<file path="config.mk">
export PLATFORM = sky130hd
export DESIGN_NAME = pulse_meter
export DESIGN_NICKNAME = d
export VERILOG_FILES = /design/src/rtl/pulse_meter.sv
export SDC_FILE = /design/constraint.sdc
export NUM_CORES = 1
export LEC_CHECK = 0
export ABC_AREA = 1
export CAP_MARGIN = 25
export CORE_ASPECT_RATIO = 0.5
export CORE_MARGIN = 8
export CORE_UTILIZATION = 50
export DETAILED_ROUTE_END_ITERATION = 12
export GPL_TIMING_DRIVEN = 0
export HOLD_SLACK_MARGIN = 0.02
export PLACE_DENSITY = 0.73
export SLEW_MARGIN = 20
export SYNTH_ARGS = -nofsm -noshare
export SYNTH_HDL_FRONTEND = slang
export SYNTH_SLANG_ARGS = --single-unit
</file>
<file path="constraint.sdc">
create_clock -name clk -period 2.3 [get_ports clk]
set_input_delay 0.46 -clock clk [delete_from_list [all_inputs] [get_ports clk]]
set_output_delay 0.46 -clock clk [all_outputs]
set_load 0.005 [all_outputs]
</file>
<file path="src/rtl/pulse_meter.sv">
// pulse_meter: measures the high time and the rising-edge-to-rising-edge
// period of an asynchronous pulse train in clk cycles. Results are reported
// with a one-cycle strobe, a saturation (overflow) flag and a live stall flag.
module pulse_meter #(
   parameter int CNT_W       = 16,
   parameter int SYNC_STAGES = 2
) (
   input  logic             clk,
   input  logic             rst,
   input  logic             en,
   input  logic             sig_in,
   output logic [CNT_W-1:0] period,
   output logic [CNT_W-1:0] width,
   output logic             result,
   output logic             ovf,
   output logic             stalled
);

   localparam logic [CNT_W-1:0] CNT_MAX = '1;
   localparam logic [CNT_W-1:0] CNT_ONE = CNT_W'(1);

   typedef enum logic [1:0] {
      IDLE = 2'd0,
      HIGH = 2'd1,
      LOW  = 2'd2
   } state_t;

   state_t                 state_q;
   logic [SYNC_STAGES-1:0] sync_q;
   logic                   hist_q;
   logic                   sync_out;
   logic                   rise_q;
   logic                   fall_q;
   logic [CNT_W-1:0]       cnt_q;
   logic                   sat_q;
   logic [CNT_W-1:0]       hi_cnt_q;
   logic                   hi_sat_q;
   logic [CNT_W-1:0]       cnt_inc;
   logic                   sat_inc;

   assign sync_out = sync_q[SYNC_STAGES-1];

   // Synchroniser chain plus history flop; edge events are registered so that
   // rising and falling edges reach the FSM with the same fixed latency.
   always_ff @(posedge clk or negedge rst) begin
      if (!rst) begin
         sync_q <= '0;
         hist_q <= 1'b0;
         rise_q <= 1'b0;
         fall_q <= 1'b0;
      end else begin
         sync_q <= {sync_q[SYNC_STAGES-2:0], sig_in};
         hist_q <= sync_out;
         rise_q <= sync_out & ~hist_q;
         fall_q <= ~sync_out & hist_q;
      end
   end

   // Saturating increment of the cycle counter and the matching sat flag.
   always_comb begin
      cnt_inc = cnt_q;
      sat_inc = sat_q;
      if (cnt_q != CNT_MAX) begin
         cnt_inc = cnt_q + CNT_ONE;
      end
      sat_inc = (cnt_inc == CNT_MAX);
   end

   // Measurement FSM: arms on a rise, captures high time on the fall and
   // reports period/width/ovf on the next rise. en=0 overrides everything.
   always_ff @(posedge clk or negedge rst) begin
      if (!rst) begin
         state_q  <= IDLE;
         cnt_q    <= '0;
         sat_q    <= 1'b0;
         hi_cnt_q <= '0;
         hi_sat_q <= 1'b0;
         period   <= '0;
         width    <= '0;
         ovf      <= 1'b0;
         result   <= 1'b0;
      end else begin
         result <= 1'b0;
         if (!en) begin
            state_q <= IDLE;
            cnt_q   <= '0;
            sat_q   <= 1'b0;
         end else begin
            case (state_q)
               IDLE: begin
                  cnt_q <= '0;
                  sat_q <= 1'b0;
                  if (rise_q) begin
                     state_q <= HIGH;
                     cnt_q   <= CNT_ONE;
                  end
               end
               HIGH: begin
                  cnt_q <= cnt_inc;
                  sat_q <= sat_inc;
                  if (fall_q) begin
                     hi_cnt_q <= cnt_q;
                     hi_sat_q <= sat_q;
                     state_q  <= LOW;
                  end
               end
               LOW: begin
                  if (rise_q) begin
                     period  <= cnt_q;
                     width   <= hi_cnt_q;
                     ovf     <= sat_q | hi_sat_q;
                     result  <= 1'b1;
                     cnt_q   <= CNT_ONE;
                     sat_q   <= 1'b0;
                     state_q <= HIGH;
                  end else begin
                     cnt_q <= cnt_inc;
                     sat_q <= sat_inc;
                  end
               end
               default: begin
                  state_q <= IDLE;
                  cnt_q   <= '0;
                  sat_q   <= 1'b0;
               end
            endcase
         end
      end
   end

   // Stall indication comes only from registered state, so it cannot glitch.
   always_comb begin
      stalled = sat_q & (state_q != IDLE);
   end

endmodule
</file>
==> results by group <==
Status
  • Status: complete, no violations

GRT
  • Vias in the first global route: 2,570
  • Initial antenna violation count: 0
  • Gr usage total: 17.8%
  • First-pass GRT wire length: 12.9 mm
  • Total grt overflow: 0
  • Pin count of the biggest net entering global routing: 59

Floorplanning
  • Ports: 39
  • Die W: 130 µm
  • Core Rows: 20
  • Die Ht: 73.1 µm
  • Starting Density: 52.7%
  • Core Area: 6180 µm²
  • Die area: 9510 µm²

Synthesis
  • Commonest cells in the netlist: nand2_1, dfrtp_1, o21ai_0
  • Count of different cell masters after synthesis: 24
  • Post-Syn Area: 3260 µm²
  • Post-synth EDFFs: 0
  • Syn nets: 387
  • Syn Inst Count: 377
  • Count leader, synth: nand2_1
  • Synth area leaders: dfrtp_1, nand2_1, o21ai_0
  • Cell taking the most area after synthesis: dfrtp_1
  • Ys async rst share: 100%
  • Yosys top cell area share: 57.6%
  • Syn. warnings: 0
  • Synth Flop Type: dfrtp_1
  • Syn_area_per_cell: 8.65 µm²
  • Register area share after synthesis: 57.6%
  • Flops & latches, synth: 75

CTS
  • CTS Root Cell: clkbuf_16
  • CTS HTree Levels: 3
  • Clk slew on worst S/H paths: 0.06 ns
  • Post-CTS sizing: 0
  • CTS tree: done
  • Cts bufs inserted: 9
  • Clock Sinks: 75
  • Clock buffer depth: 2
  • Post-CTS setup buffers: 0
  • Hold buffer count at CTS: 1
  • Clock insertion delay at the later pin of the skew report: 0.34 ns

Timing
  • Final Skew: 0.00869 ns
  • Final Hold Vio Count: 0
  • RSZ-0062 raised after global routing: no
  • Fmax: 458 MHz
  • Min Tclk post-route: 2.18 ns
  • Fin crit share: 94.9%
  • Slew HR: 66.5%
  • Setup violators final: 0
  • Slew @ Worst Pin: 0.503 ns
  • Final Max Tran Viols: 0

Place
  • RD Place Congestion: 0.882
  • Dpl cell area: 3770 µm²
  • IO Port Bufs: 38
  • Final HPWL DP: 5.89 mm

Routing
  • DRT Pass-1 Iters: 6
  • DRT iter0 DRCs: 218
  • Routed WL: 7.74 mm
  • Detail Route Antenna Nets: 0
  • DRC: 0
  • Routed WL per cell: 14.9 µm
  • Via-to-Cell Ratio: 5.13
  • Vias post-DR: 2,671

Final layout
  • Fillcell total: 518
  • # nets final: 438
  • Layout cell share with drive strength beyond 1: 6.24%
  • Cell area after layout: 4070 µm²
  • Ant diodes: 0
  • Area grow syn2layout: 24.9%
  • Fin util: 65.9%

Run
  • Max_cap viols: 0

Power and ir drop
  • Pwr Density: 700 nW/µm²
  • Pleak: 1.87 nW
  • Worst IR drop on VDD: 0.000500 V

Worst setup path
  • Critical R2R Launch: cnt_q[0]
  • Crit path from: state_q[0]
  • Worst path required time: 1.84 ns
  • CP Max Fanout: 5
  • CP Capture Type: output pin
  • Worst Setup Start Kind: flip-flop
  • CP Class: reg -> out
  • Critical path data arrival time: 1.72 ns

Worst hold path
  • Worst min path class: reg -> reg
  • Hold_sp: sync_q[0]
metrics by stage:
step                      instances  hold slack [ns]  setup TNS (ns)  total power [mW]  worst slack, ns
after floorplan                 377            0.164               0              1.46            0.697
after global placement          503            0.344         -120.69              1.53            -1.62
after detailed placement        504            0.336               0              1.55            0.109
after CTS                       521            0.362               0              2.88            0.107
after global routing            521            0.374               0              2.96           0.0389
final                           521            0.359               0              2.85            0.117
logic make-up (layout without fill, tap and decap cells):
logic type | Yosys count | count (layout) | share of synthesized area [%]
simple gates | 189 | 189 | 24.2
flops | 75 | 75 | 57.6
compound gates | 58 | 58 | 9.06
buf+inv | 43 | 99 | 5.22
fa+ha+maj | 6 | 6 | 2.30
xor+xnor | 6 | 6 | 1.61
per-layer routing:
layer	up-vias	global-route usage, %	share of wire [%]	wire (µm)
li1	1302	-	-	-
met3	10	6.71	6.4	496
met2	74	26.2	44	3410
met4	0	5.87	1.1	82
met5	-	0	0	0
met1	1285	23.6	48	3750
state kept, by name, indices dropped and copies added, names as in the netlist:
name      cells
ovf           1
result        1
hist_q        1
fall_q        1
cnt_q        16
state_q       2
sync_q        2
hi_sat_q      1
period       16
width        16
hi_cnt_q     16
sat_q         1
rise_q        1
placed cells by master, fill, tap and decap left out, types with 2 or more instances in the layout:
cell | synthesis | routed
a21oi_1 | 14 | 14
clkbuf_1 | 10 | 10
clkbuf_16 | 0 | 9
clkdlybuf4s50_1 | 0 | 37
clkinv_4 | 0 | 2
dfrtp_1 | 75 | 75
ha_1 | 6 | 6
inv_1 | 29 | 29
inv_6 | 0 | 2
nand2_1 | 130 | 130
nand3_1 | 18 | 18
nand4_1 | 7 | 7
nor2_1 | 26 | 26
nor2_2 | 2 | 2
nor2_4 | 2 | 2
o21ai_0 | 40 | 40
o21ai_1 | 2 | 2
xor2_1 | 6 | 6
power breakdown:
part           internal [mW]  total (mW)  switching (mW)
logic                 0.0537       0.156           0.103
clock network          0.768        1.32           0.557
registers               1.35        1.37          0.0239
total                   2.17        2.85           0.683
final timing paths:
| path | endpoint | slack [ns] | depth (start not counted) |
|---|---|---|---|
| worst min-delay path | sync_q[1] | 0.36 | 0 |
| worst min register to register | sync_q[1] | 0.36 | 0 |
| max in group asynchronous | width[6] | 1.22 | 3 |
| worst max-delay path | stalled | 0.12 | 4 |
| min in group asynchronous | state_q[0] | 0.53 | 2 |
| worst max register to register | cnt_q[8] | 0.34 | 9 |
worst max-delay path, stage by stage (launching register included):
cell and delay (ns):
dfrtp_1 0.42, inv_1 0.13, ha_1 0.23, nor2_1 0.10
clkdlybuf4s50_1 0.50
cell type report:
| class | count | area (µm²) | area share (%) |
|---|---|---|---|
| repair buffers | 40 | 415 | 10.2 |
| plain buffers | 12 | 53.8 | 1.32 |
| inverters | 31 | 116 | 2.86 |
| multi-input cells | 259 | 1210 | 29.8 |
| flip-flops and latches | 75 | 1880 | 46.1 |
| clock inverters | 6 | 47.5 | 1.17 |
| clock buffers | 10 | 239 | 5.87 |
| well taps | 88 | 110 | 2.70 |
(Power assumes the default switching activity.)
==> RTL change 1 (config.mk and constraints unchanged) <==
The 3 states of `state_t` get a one-hot encoding in 3 bits.
--- a/src/rtl/pulse_meter.sv
+++ b/src/rtl/pulse_meter.sv
@@ -21,6 +21,6 @@
 
-   typedef enum logic [1:0] {
-      IDLE = 2'd0,
-      HIGH = 2'd1,
-      LOW  = 2'd2
+   typedef enum logic [2:0] {
+      IDLE = 3'b001,
+      HIGH = 3'b010,
+      LOW  = 3'b100
    } state_t;
Behaviour: same outputs for any inputs over 10 cycles, from zero or initial values and one cycle with rst low; not proved beyond that.
==> RTL change 1 against the unedited design <==
Sequential share of layout area grew 0.43 points; via count decreased by 1.5%; setup slack better by 0.17 ns; wire length decreased by 2.7%; largest power group is now the clock network; die area decreased by 0.51%; design area up 0.46%; power up 7.3%; synthesized cell count fell by 0.27%; area after synthesis down 0.61%; sequential cell count up 1; global-route usage decreased by 0.53 points; fmax up 8.2%; highest routed layer unchanged; largest cell class unchanged.
==> RTL change 1: results (changes against the unedited design) <==
<table>
<tr><th>Metric</th><th>Value</th></tr>
<tr><th colspan="2">Run status</th></tr>
<tr><td>Outcome</td><td>completed (unchanged)</td></tr>
<tr><th colspan="2">Place</th></tr>
<tr><td>Cell Count Post-Placement</td><td>503 (was 504)</td></tr>
<tr><td>Placed wire-length estimate</td><td>5590 um (was 5890 um)</td></tr>
<tr><td>Dpl cell area</td><td>3750 um^2 (was 3770 um^2)</td></tr>
<tr><td>Final weighted congestion in routability-driven placement</td><td>0.917 (was 0.882)</td></tr>
<tr><td>Dpl ws</td><td>0.200 ns (was 0.109 ns)</td></tr>
<tr><th colspan="2">Global route</th></tr>
<tr><td>Largest net degree at the start of global routing</td><td>61 (was 59)</td></tr>
<tr><td>Met2 capacity usage during global routing</td><td>27.0% (was 26.2%)</td></tr>
<tr><td>Total global routing track utilization</td><td>17.3% (was 17.8%)</td></tr>
<tr><td>Global-route wire length before repair</td><td>12,600 um (was 12,900 um)</td></tr>
<tr><th colspan="2">Drt</th></tr>
<tr><td>Vias per cell</td><td>5.06 (was 5.13)</td></tr>
<tr><td>Routed len/inst</td><td>14.5 um (was 14.9 um)</td></tr>
<tr><td>Number of violations reported at the end of detailed-routing iteration 0</td><td>206 (was 218)</td></tr>
<tr><td>Via count of the routed design</td><td>2,631 (was 2,671)</td></tr>
<tr><td>Detailed-routed wire length on met3</td><td>458 um (was 496 um)</td></tr>
<tr><th colspan="2">Critical path</th></tr>
<tr><td>Top delay family on crit path</td><td>flip-flops (was buffers and inverters)</td></tr>
<tr><td>Crit path largest cell delay</td><td>0.56 ns (was 0.50 ns)</td></tr>
<tr><td>Path depth of the worst reg2reg path</td><td>12 (was 9)</td></tr>
<tr><th colspan="2">Logic synthesis</th></tr>
<tr><td>Compound-Gate Fraction of Synth Area</td><td>8.54% (was 9.06%)</td></tr>
<tr><td>Fraction of the yosys area taken by sequential cells</td><td>58.7% (was 57.6%)</td></tr>
<tr><td>Fraction of synthesized area in multiplexers</td><td>0.348% (was 0%)</td></tr>
<tr><td>Ranking of synthesized cells by instance count</td><td>sky130_fd_sc_hd__nand2_1, sky130_fd_sc_hd__dfrtp_1, sky130_fd_sc_hd__o21ai_0 (unchanged)</td></tr>
<tr><th colspan="2">Timing</th></tr>
<tr><td>Tightest Pin Transition</td><td>0.546 ns (was 0.503 ns)</td></tr>
<tr><th colspan="2">Power</th></tr>
<tr><td>Combinational Power</td><td>0.000144 W (was 0.000156 W)</td></tr>
<tr><td>IR Drop Worst-Case VDD</td><td>0.524 mV (was 0.500 mV)</td></tr>
</table>
[RTL change 1: area by class of cell]
cell class | count | area [um^2]
Clock buffer | 11 | 243
Inverter | 30 | 113
Multi-Input combinational cell | 258 | 1170
Buffer | 12 | 57.6
Timing Repair Buffer | 40 | 415
Sequential cell | 76 | 1900
Clock inverter | 5 | 82.6
Tap cell | 88 | 110
Fill cell | 534 | 2070
[RTL change 1: worst paths after layout]
kind	start	to	slack, ns
worst max-delay path	state_q[0]$_DFFE_PN1P_	stalled	0.28
worst min-delay path	sync_q[0]$_DFF_PN0_	sync_q[1]$_DFF_PN0_	0.35
worst max register to register	cnt_q[0]$_DFF_PN0_	sat_q$_DFF_PN0_	0.30
worst min register to register	sync_q[0]$_DFF_PN0_	sync_q[1]$_DFF_PN0_	0.35
max in group asynchronous	rst	width[9]$_DFFE_PN0P_	1.20
min in group asynchronous	rst	rise_q$_DFF_PN0_	0.54
==> RTL change 2 (config.mk and constraints unchanged) <==
Without the edit above. The parameter `CNT_W` goes from 16 to 12.
--- a/src/rtl/pulse_meter.sv
+++ b/src/rtl/pulse_meter.sv
@@ -4,3 +4,3 @@
 module pulse_meter #(
-   parameter int CNT_W       = 16,
+   parameter int CNT_W       = 12,
    parameter int SYNC_STAGES = 2
Interface: changed (resized period and width); port bits go from 39 to 31. No check against the original RTL was run, so the function may have changed too.
==> RTL change 2 against the unedited design <==
Wire length is 28% lower; power is 29% lower; area after synthesis is 21% lower; sequential power is 20% lower; sequential cell count is 16 lower; fmax is 1.4% higher; sequential share of layout area is 1.1 points higher; setup slack better by 0.029 ns; combinational power is 12% lower; global-route usage is 2.4 points lower; design area is 23% lower; critical path type unchanged.
==> RTL change 2: results (changes against the unedited design) <==
<table>
<tr><th>Metric</th><th>Value</th></tr>
<tr><th colspan="2">Layout</th></tr>
<tr><td>Fillers</td><td>445 (was 518)</td></tr>
<tr><td>Final Net Count</td><td>348 (was 438)</td></tr>
<tr><td>Fraction of layout cells with a size suffix above 1</td><td>7.31% (was 6.24%)</td></tr>
<tr><th colspan="2">Critical path</th></tr>
<tr><td>Arrival time reported for the critical path endpoint</td><td>1.69 ns (was 1.72 ns)</td></tr>
<tr><td>Largest fanout on the critical path</td><td>5 (unchanged)</td></tr>
<tr><th colspan="2">Logic synthesis</th></tr>
<tr><td>Total nets after synthesis</td><td>308 (was 387)</td></tr>
<tr><td>Synthesized instance count</td><td>298 (was 377)</td></tr>
<tr><td>Main area contributors after synthesis</td><td>sky130_fd_sc_hd__dfrtp_1, sky130_fd_sc_hd__nand2_1, sky130_fd_sc_hd__o21ai_0 (unchanged)</td></tr>
<tr><td>Count of unique library cells instantiated by Yosys</td><td>21 (was 24)</td></tr>
<tr><td>Ranking of synthesized cells by instance count</td><td>sky130_fd_sc_hd__nand2_1, sky130_fd_sc_hd__dfrtp_1, sky130_fd_sc_hd__o21ai_0 (unchanged)</td></tr>
<tr><th colspan="2">Drt</th></tr>
<tr><td>Final routed wirelength across all metal layers</td><td>5560 um (was 7740 um)</td></tr>
<tr><td>Number of violations reported at the end of detailed-routing iteration 0</td><td>139 (was 218)</td></tr>
<tr><td>Vias per cell</td><td>5.02 (was 5.13)</td></tr>
<tr><th colspan="2">Place</th></tr>
<tr><td>Dpl cell area</td><td>2960 um^2 (was 3770 um^2)</td></tr>
<tr><td>Number of buffers inserted by port buffering</td><td>29 (was 38)</td></tr>
<tr><td>Cell Count Post-Placement</td><td>397 (was 504)</td></tr>
<tr><td>Final weighted congestion in routability-driven placement</td><td>0.896 (was 0.882)</td></tr>
<tr><td>Placed wire-length estimate</td><td>4070 um (was 5890 um)</td></tr>
<tr><th colspan="2">Run status</th></tr>
<tr><td>Outcome</td><td>completed (unchanged)</td></tr>
<tr><th colspan="2">Power</th></tr>
<tr><td>Clock power share</td><td>39.8% (was 46.5%)</td></tr>
<tr><td>IR Drop Worst-Case VDD</td><td>0.488 mV (was 0.500 mV)</td></tr>
<tr><th colspan="2">Global route</th></tr>
<tr><td>Initial antenna violation count</td><td>0 (unchanged)</td></tr>
<tr><td>Global-route wire length before repair</td><td>9530 um (was 12,900 um)</td></tr>
<tr><td>Largest net degree at the start of global routing</td><td>60 (was 59)</td></tr>
<tr><th colspan="2">Hold path</th></tr>
<tr><td>Class of the tightest hold or removal check</td><td>primary input to asynchronous set/reset pin (was flop to flop)</td></tr>
<tr><th colspan="2">Clock network</th></tr>
<tr><td>Root Buffer Master</td><td>sky130_fd_sc_hd__clkbuf_8 (was sky130_fd_sc_hd__clkbuf_16)</td></tr>
<tr><th colspan="2">Timing</th></tr>
<tr><td>Slew headroom</td><td>51.9% (was 66.5%)</td></tr>
<tr><td>Clock Skews</td><td>0.00642 ns (was 0.00869 ns)</td></tr>
</table>
## RTL change 2: changes by cell type after synthesis, sizes merged, moves of 2 or more
cell,unedited run,this run
inv,30,25
nand4,7,5
a21oi,14,10
clkbuf,10,7
nand2,131,103
dfrtp,75,59
nand3,19,15
xor2,6,2
o21ai,42,31
## RTL change 2: power by group through the flow
| stage | sequential (W) | clock (W) | combinational, W |
|---|---|---|---|
| floorplan | 0.00110 | 0 | 0.0000768 |
| global placement | 0.00110 | 0 | 0.000133 |
| detailed placement | 0.00111 | 0 | 0.000139 |
| CTS | 0.00109 | 0.000827 | 0.000141 |
| global route | 0.00109 | 0.000890 | 0.000161 |
| finish | 0.00109 | 0.000810 | 0.000138 |
## RTL change 2: cells by family after synthesis
| logic type | synth area share, % |
|---|---|
| fa+ha+maj | 2.90 |
| compound gates | 8.23 |
| xor+xnor | 1.02 |
| buf+inv | 5.42 |
| simple gates | 25.3 |
| flops | 57.1 |
## RTL change 2: per-layer routing
metal / up-vias / GRT usage (%) / part of all wire, %
met5: - / 0 / 0
met4: 0 / 4.74 / 0.52
met3: 6 / 7.00 / 7.7
met2: 65 / 24.9 / 45
met1: 976 / 18.6 / 46
li1: 1023 / - / -
## RTL change 2: worst paths after layout
path / slack [ns] / endpoint / cells after the start / start
max: 0.15 / stalled / 4 / state_q[0]$_DFFE_PN0P_
min: 0.15 / state_q[1]$_DFFE_PN0P_ / 1 / rst
max reg2reg: 0.48 / period[1]$_DFFE_PN0P_ / 6 / state_q[0]$_DFFE_PN0P_
min reg2reg: 0.36 / sync_q[1]$_DFF_PN0_ / 0 / sync_q[0]$_DFF_PN0_
max in group asynchronous: 1.63 / hi_sat_q$_DFFE_PN0P_ / 1 / rst
min in group clk: 0.36 / sync_q[1]$_DFF_PN0_ / 0 / sync_q[0]$_DFF_PN0_
## RTL change 2: final cells by class
type                            count  area [um^2]  share of cell area [%]
Sequential cell                    59         1480                    47.2
Multi-Input combinational cell    204          968                    31.0
Timing Repair Buffer               29          288                    9.20
Clock buffer                       10          138                    4.40
Inverter                           25         93.8                    3.00
Tap cell                           70         87.6                    2.80
Buffer                             10         46.3                    1.48
Clock inverter                      5         30.0                   0.960
## RTL change 2: metrics by stage
step | hold slack (ns) | setup WS, ns | TNS, ns | utilization [%]
floorplan | 0.164 | 0.837 | 0 | -
global placement | 0.342 | -0.965 | -56.72 | 59.8
detailed placement | 0.336 | 0.493 | 0 | 59.7
CTS | 0.196 | 0.117 | 0 | 63.1
global route | 0.218 | 0.0262 | 0 | 63.1
finish | 0.150 | 0.146 | 0 | 63.1
